[config.mk]
export PLATFORM = sky130hd
export DESIGN_NAME = sphere_bank_flat
export DESIGN_NICKNAME = d
export VERILOG_FILES = /design/src/rtl/sphere_bank_if.sv /design/src/rtl/sphere_bank.sv /design/src/flat_wrapper.sv
export SDC_FILE = /design/constraint.sdc
export NUM_CORES = 2
export LEC_CHECK = 0
export ABC_AREA = 0
export BUFFER_PORTS_ARGS = -buffer_cell sky130_fd_sc_hd__buf_2
export CAP_MARGIN = 5
export CORE_MARGIN = 5
export CORE_UTILIZATION = 45
export CTS_BUF_LIST = sky130_fd_sc_hd__clkbuf_16
export DETAILED_ROUTE_END_ITERATION = 10
export GPL_ROUTABILITY_DRIVEN = 1
export SETUP_SLACK_MARGIN = 0.02
export SYNTH_ARGS = -nofsm -noshare
export SYNTH_HDL_FRONTEND = slang
export SYNTH_SLANG_ARGS = --single-unit
export TNS_END_PERCENT = 20
[constraint.sdc]
create_clock -name Clk -period 11.9 [get_ports Clk]
set_input_delay 2.38 -clock Clk [delete_from_list [all_inputs] [get_ports Clk]]
set_output_delay 2.38 -clock Clk [all_outputs]
set_load 0.03 [all_outputs]
[src/rtl/sphere_bank_if.sv]
// sphere_bank_if -- control/readback bundle for the sphere_bank physics store.
//   Frame_Tick    : pulse, start one update sweep over all slots
//   Hit/Hit_index : pulse + slot index, request respawn of that slot
//   Read_index    : slot whose state appears on Sphere_pos/Sphere_col next cycle
//   Sphere_pos    : 3 x 64-bit signed Q32.32 position of the read slot
//   Sphere_col    : 3 x 8-bit colour of the read slot
//   Busy          : sweep in progress
//   Update_done   : one-cycle pulse after the last slot is written
//   Frame_overrun : sticky, Frame_Tick arrived while not idle
// master = stimulus side, slave = sphere_bank.
interface sphere_bank_if #(
  parameter int N_SPHERES = 4
);
  localparam int IW = (N_SPHERES > 1) ? $clog2(N_SPHERES) : 1;

  logic                 Frame_Tick;
  logic                 Hit;
  logic [IW-1:0]        Hit_index;
  logic [IW-1:0]        Read_index;
  logic [2:0][63:0]     Sphere_pos;
  logic [2:0][7:0]      Sphere_col;
  logic                 Busy;
  logic                 Update_done;
  logic                 Frame_overrun;

  modport master (
    output Frame_Tick, Hit, Hit_index, Read_index,
    input  Sphere_pos, Sphere_col, Busy, Update_done, Frame_overrun
  );

  modport slave (
    input  Frame_Tick, Hit, Hit_index, Read_index,
    output Sphere_pos, Sphere_col, Busy, Update_done, Frame_overrun
  );
endinterface

[src/rtl/sphere_bank.sv]
// sphere_bank -- per-slot sphere state (pos/vel Q32.32, colour, pending respawn)
// with a sequential physics sweep, one slot per cycle, on each Frame_Tick.
//   Clk   : rising-edge clock
//   Reset : synchronous, active-low
//   bus   : sphere_bank_if.slave (tick, hit, readback, status)
// Respawn velocities/colours come from a 64-bit Fibonacci LFSR that steps once
// per sweep cycle.
module sphere_bank #(
  parameter int          N_SPHERES = 4,
  parameter logic [63:0] GRAVITY   = 64'hFFFF_FFFE_0000_0000,
  parameter int          FLOOR     = 1440,
  parameter int          SPAWN_Y   = 304,
  parameter logic [63:0] SEED      = 64'h0123_4567_89AB_CDEF
) (
  input  logic          Clk,
  input  logic          Reset,
  sphere_bank_if.slave  bus
);
  localparam int                IW        = (N_SPHERES > 1) ? $clog2(N_SPHERES) : 1;
  localparam logic [63:0]       SPAWN_P   = 64'(SPAWN_Y) << 32;
  localparam logic [63:0]       FLOOR_Q   = 64'(FLOOR) << 32;
  localparam logic signed [63:0] FLOOR_NEG = -$signed(FLOOR_Q);

  typedef enum logic [1:0] {IDLE, SWEEP, DONE} state_t;

  state_t               state_q, state_d;
  logic [IW-1:0]        k_q, k_d;
  logic [63:0]          lfsr_q, lfsr_d;
  logic [2:0][63:0]     pos_q [N_SPHERES];
  logic [2:0][63:0]     vel_q [N_SPHERES];
  logic [23:0]          col_q [N_SPHERES];
  logic [N_SPHERES-1:0] pend_q, pend_d;
  logic                 overrun_q, overrun_d;
  logic [2:0][63:0]     rd_pos_q, rd_pos_d;
  logic [23:0]          rd_col_q, rd_col_d;

  logic [2:0][63:0]     cur_pos, cur_vel, slot_pos, slot_vel;
  logic [23:0]          slot_col;
  logic                 hit_ok, hit_here, respawn;

  always_comb begin : fsm_next
    state_d = state_q;
    k_d     = k_q;
    case (state_q)
      IDLE: begin
        if (bus.Frame_Tick) begin
          state_d = SWEEP;
          k_d     = '0;
        end
      end
      SWEEP: begin
        if (k_q == IW'(N_SPHERES - 1)) begin
          state_d = DONE;
          k_d     = '0;
        end else begin
          k_d = k_q + 1'b1;
        end
      end
      DONE:    state_d = IDLE;
      default: state_d = IDLE;
    endcase
  end

  always_comb begin : slot_update
    cur_pos  = pos_q[k_q];
    cur_vel  = vel_q[k_q];
    hit_ok   = bus.Hit && (32'(bus.Hit_index) < N_SPHERES);
    // A hit on the slot being swept is consumed directly rather than via pending.
    hit_here = hit_ok && (bus.Hit_index == k_q) && (state_q == SWEEP);
    respawn  = pend_q[k_q] || hit_here || ($signed(cur_pos[2]) < FLOOR_NEG);

    slot_vel    = cur_vel;
    slot_vel[2] = cur_vel[2] + GRAVITY;
    for (int unsigned i = 0; i < 3; i++) begin
      slot_pos[i] = cur_pos[i] + slot_vel[i];
    end
    slot_col = col_q[k_q];

    if (respawn) begin
      slot_pos = {64'd0, SPAWN_P, 64'd0};
      slot_vel = {{16'd0, lfsr_q[63:48], 32'd0},
                  {{16{lfsr_q[0]}}, lfsr_q[47:32], 32'd0},
                  {{16{lfsr_q[1]}}, lfsr_q[31:16], 32'd0}};
      slot_col = lfsr_q[23:0];
    end
  end

  always_comb begin : misc_next
    pend_d = pend_q;
    if (state_q == SWEEP) pend_d[k_q] = 1'b0;
    if (hit_ok && !hit_here) pend_d[bus.Hit_index] = 1'b1;

    lfsr_d = lfsr_q;
    if (state_q == SWEEP) begin
      lfsr_d = {lfsr_q[62:0], lfsr_q[63] ^ lfsr_q[62] ^ lfsr_q[60] ^ lfsr_q[59]};
    end

    overrun_d = overrun_q | (bus.Frame_Tick && (state_q != IDLE));

    rd_pos_d = '0;
    rd_col_d = '0;
    if (32'(bus.Read_index) < N_SPHERES) begin
      rd_pos_d = pos_q[bus.Read_index];
      rd_col_d = col_q[bus.Read_index];
    end
  end

  always_ff @(posedge Clk) begin
    if (!Reset) begin
      state_q   <= IDLE;
      k_q       <= '0;
      lfsr_q    <= SEED;
      pend_q    <= '0;
      overrun_q <= 1'b0;
      rd_pos_q  <= '0;
      rd_col_q  <= '0;
      for (int unsigned i = 0; i < N_SPHERES; i++) begin
        pos_q[i] <= {64'd0, SPAWN_P, 64'd0};
        vel_q[i] <= '0;
        col_q[i] <= '1;
      end
    end else begin
      state_q   <= state_d;
      k_q       <= k_d;
      lfsr_q    <= lfsr_d;
      pend_q    <= pend_d;
      overrun_q <= overrun_d;
      rd_pos_q  <= rd_pos_d;
      rd_col_q  <= rd_col_d;
      if (state_q == SWEEP) begin
        pos_q[k_q] <= slot_pos;
        vel_q[k_q] <= slot_vel;
        col_q[k_q] <= slot_col;
      end
    end
  end

  assign bus.Sphere_pos    = rd_pos_q;
  assign bus.Sphere_col    = rd_col_q;
  assign bus.Busy          = (state_q == SWEEP);
  assign bus.Update_done   = (state_q == DONE);
  assign bus.Frame_overrun = overrun_q;
endmodule

[src/flat_wrapper.sv]
// flat-port wrapper written by rule: the top's interface ports become plain ports
module sphere_bank_flat 
#(
  parameter int          N_SPHERES = 4,
  parameter logic [63:0] GRAVITY   = 64'hFFFF_FFFE_0000_0000,
  parameter int          FLOOR     = 1440,
  parameter int          SPAWN_Y   = 304,
  parameter logic [63:0] SEED      = 64'h0123_4567_89AB_CDEF
)
  (Clk, Reset, bus_Frame_Tick, bus_Hit, bus_Hit_index, bus_Read_index, bus_Sphere_pos, bus_Sphere_col, bus_Busy, bus_Update_done, bus_Frame_overrun);
  sphere_bank_if #(.N_SPHERES(N_SPHERES)) bus_i ();
  input  logic Clk;
  input  logic Reset;
  input wire logic [$bits(bus_i.Frame_Tick)-1:0] bus_Frame_Tick;
  input wire logic [$bits(bus_i.Hit)-1:0] bus_Hit;
  input wire logic [$bits(bus_i.Hit_index)-1:0] bus_Hit_index;
  input wire logic [$bits(bus_i.Read_index)-1:0] bus_Read_index;
  output wire logic [$bits(bus_i.Sphere_pos)-1:0] bus_Sphere_pos;
  output wire logic [$bits(bus_i.Sphere_col)-1:0] bus_Sphere_col;
  output wire logic [$bits(bus_i.Busy)-1:0] bus_Busy;
  output wire logic [$bits(bus_i.Update_done)-1:0] bus_Update_done;
  output wire logic [$bits(bus_i.Frame_overrun)-1:0] bus_Frame_overrun;
  assign bus_i.Frame_Tick = bus_Frame_Tick;
  assign bus_i.Hit = bus_Hit;
  assign bus_i.Hit_index = bus_Hit_index;
  assign bus_i.Read_index = bus_Read_index;
  assign bus_Sphere_pos = bus_i.Sphere_pos;
  assign bus_Sphere_col = bus_i.Sphere_col;
  assign bus_Busy = bus_i.Busy;
  assign bus_Update_done = bus_i.Update_done;
  assign bus_Frame_overrun = bus_i.Frame_overrun;
  sphere_bank #(.N_SPHERES(N_SPHERES), .GRAVITY(GRAVITY), .FLOOR(FLOOR), .SPAWN_Y(SPAWN_Y), .SEED(SEED)) u_core (.Clk(Clk), .Reset(Reset), .bus(bus_i));
endmodule
==> out/results.txt <==
DR iter-0 viols: 4776
DR vias: 57500
Buffers & Inverters on Critical Path: 3
I/O pins: 227
Slew Viols, Final: 0
Skew final: 0.0316 ns
Final setup viols: 0
Max FO, Critical Path: 87
Peak supply drop: 155 µV
Top_reg_cell synth: edfxtp_1
Final Util: 50.2%
Share of flip-flops with an asynchronous set or reset: 0%
Nets: 7331
Most frequent cells in the layout: edfxtp_1, nor2_1, mux4_2
CP endpoint kind: flip-flop
Met3 GRT Util: 3.48%
Multi-input logic area: 34500 µm²
Net Count, Synth: 7259
Filler instances: 17800
Synth warn: 0
Vias in the first global route: 59100
Total Wirelength: 237000 µm
Num CTS Buffers: 208
Setup crit start kind: flip-flop
Post_cts resized: 0
CP cell instances: buf_4 -> buf_12 -> buf_4 -> mux4_2 -> ha_1 -> nand4_1 -> a2111oi_0 -> nor3_1 -> o21ai_0 -> a41oi_1 -> o21ai_0 -> a41oi_1 -> xor2_1 -> nor2_1
Sw power: 0.00435 W
Critical path class: flip-flop to flip-flop
Via/cell ratio: 5.75
Tot GR Track Use: 21.8%
Cell Rows: 166
Area Growth Syn to Fin: 11.2%
Slew Limit Headroom: 8.71%
Fin crit period: 7.49 ns
GRT Max-Usage Layer: met2
Post-route ant nets: 0
Reg clk slew, reported paths: 0.06 ns
H-tree Lvls: 4
Die ar.: 214000 µm²
Port-buffer cells: 226
Initial Util: 45.2%
Unique masters post-synth: 78
Sequential fraction of the synthesis area: 59.4%
Root buf cell: clkbuf_16
Max-cap violation count: 0
Comb power frac: 14.2%
Sw Share: 26.6%
Share of layout cells above drive strength 1: 17.2%
Max Clock Freq: 0.134 GHz
TritonCTS clock tree: built
Leak Pwr: 38.8 nW
Clock power share: 38.3%
Tightest Hold Check Type: flip-flop to flip-flop
Number of synthesized flops with an enable pin: 1632
Worst path max stage delay: 1.13 ns
CP arrival: 8.05 ns
Die width: 463 µm
Met1 GRT Util: 30.0%
PD cells: 159 nW/µm²
Worst path slowest cell: a2111oi_0
Sink Count: 1923
First-pass GRT wire length: 362000 µm
Total congestion overflow: 0
DR pass1 iterations: 5
PnR Total Power: 0.0164 W
Met2 usage: 35.9%
Routed WL per cell: 23.7 µm
DRC Markers: 0
Largest net degree at the start of global routing: 168
Die Height: 463 µm
Post-DP HPWL: 136000 µm
RSZ-0062 raised after global routing: no
Setup Fix Bufs, Post-CTS: 0
Leading cell type in the layout, fill and taps excluded: edfxtp_1
Cell Area, Synth: 92300 µm²
Core area: 204000 µm²
#FFs+latches synth: 1923
Avg Cell Area, Syn: 13.1 µm²
Final period utilization: 62.9%
Outcome: complete, no violations
Hold Fails Final Rpt: 0
Clock latency on the worst-skew pair: 0.85 ns
Placer Congestion: 0.870
Register Area: 54800 µm²
Int Power: 0.0120 W
Worst-margin pin slew: 1.33 ns
Mapped Cells: 7052
Initial antenna violation count: 7
Critical path data required time: 12.46 ns
CTS max path bufs: 3
Reg power frac: 47.5%
Largest delay share family, worst path: compound AO/OA/AOI/OAI gates
CTS Hold Buffers Added: 0
worst register-to-register path, delay by kind of cell, from the launching register on:
kind	cells	cell delay [ns]
flops	1	0.63
compound gates	5	2.91
fa+ha+maj	1	0.50
mux	1	0.45
simple gates	3	0.44
buf+inv	3	2.00
xor+xnor	1	0.29
cell usage after synthesis, types with 6 or more instances:
cell / count / area, µm²
xor2_1: 76 / 666
nand4_1: 47 / 294
or2_2: 40 / 250
and3_1: 28 / 175
o21ai_0: 131 / 656
dfxtp_1: 291 / 5830
nand3_1: 73 / 365
o21bai_1: 41 / 308
o211ai_1: 9 / 67.6
mux4_1: 18 / 473
a41oi_1: 8 / 70.1
ha_1: 196 / 2450
a211oi_1: 18 / 135
buf_4: 9 / 67.6
edfxtp_1: 1632 / 49000
inv_1: 363 / 1360
o2111ai_1: 14 / 123
nor2_1: 1349 / 5060
nor4_1: 6 / 37.5
mux2i_1: 36 / 360
or3_1: 78 / 488
buf_2: 33 / 165
buf_1: 79 / 297
xnor2_1: 131 / 1150
nand2_1: 542 / 2030
clkbuf_1: 304 / 1140
a31oi_1: 28 / 175
a221oi_1: 10 / 87.6
a21oi_1: 211 / 1060
o31ai_1: 10 / 75.1
a211o_1: 9 / 78.8
a21boi_0: 39 / 293
nor3_1: 43 / 215
and2_1: 240 / 1500
o21a_1: 31 / 233
nor2b_1: 33 / 206
mux4_2: 583 / 13100
a21o_1: 141 / 1060
nand2b_1: 34 / 213
sequential cells by signal (all words and copies together) (netlist names), named ones only:
register / flops
u_core.lfsr_q: 64
u_core.bus.Sphere_pos: 192
u_core.pos_q: 768
u_core.k_q: 2
u_core.vel_q: 768
u_core.bus.Frame_overrun: 1
u_core.state_q: 2
u_core.pend_q: 4
u_core.bus.Sphere_col: 24
u_core.col_q: 96
logic make-up (layout without fill, tap and decap cells):
| kind of cell | after synthesis | count (layout) | synth area share, % |
|---|---|---|---|
| buf+inv | 793 | 1047 | 3.38 |
| other cells | 0 | 6 | 0 |
| flops | 1923 | 1923 | 59.4 |
| fa+ha+maj | 199 | 199 | 2.72 |
| xor+xnor | 208 | 208 | 1.98 |
| compound gates | 752 | 752 | 5.31 |
| simple gates | 2540 | 2540 | 12.1 |
| mux | 637 | 637 | 15.1 |
worst paths after layout:
check,start,end,slack [ns],cells after the start
setup / recovery,flip-flop,u_core.pos_q[2][190],4.41,14
hold / removal,u_core.bus.Frame_overrun,u_core.bus.Frame_overrun,0.47,1
setup reg to reg,flip-flop,u_core.pos_q[2][190],4.41,14
hold reg to reg,u_core.bus.Frame_overrun,u_core.bus.Frame_overrun,0.47,1
layer usage:
metal  routed length [µm]  share of wire [%]
met5                  126              0.053
met4                 6930                2.9
met3                14700                6.2
met2               113000                 48
met1               102000                 43
layout make-up:
cell class	count	area share (%)
flip-flops and latches	1923	53.4
multi-input cells	4336	33.6
clock buffers	216	5.27
well taps	2688	3.28
repair buffers	292	1.85
inverters	363	1.33
clock inverters	176	1.17
diodes	6	0.0146
power groups by stage:
stage	combinational [W]	clock, W	sequential (W)
floorplan	0.00157	0	0.00806
global placement	0.00232	0	0.00789
detailed placement	0.00232	0	0.00791
CTS	0.00234	0.00640	0.00777
global route	0.00253	0.00668	0.00780
finish	0.00233	0.00626	0.00777
stage by stage:
| step | area, µm² | TNS [ns] | hold slack (ns) | cells | setup slack [ns] |
|---|---|---|---|---|---|
| floorplan | 92300 | -645.40 | 0.443 | 7052 | -0.581 |
| global placement | 96000 | 0 | 0.455 | 9602 | 4.74 |
| detailed placement | 96000 | 0 | 0.457 | 9602 | 4.74 |
| CTS | 103000 | 0 | 0.473 | 9994 | 4.71 |
| global route | 103000 | 0 | 0.500 | 9995 | 4.19 |
| finish | 103000 | 0 | 0.472 | 10000 | 4.41 |
Power figures use the tool's default switching activity.
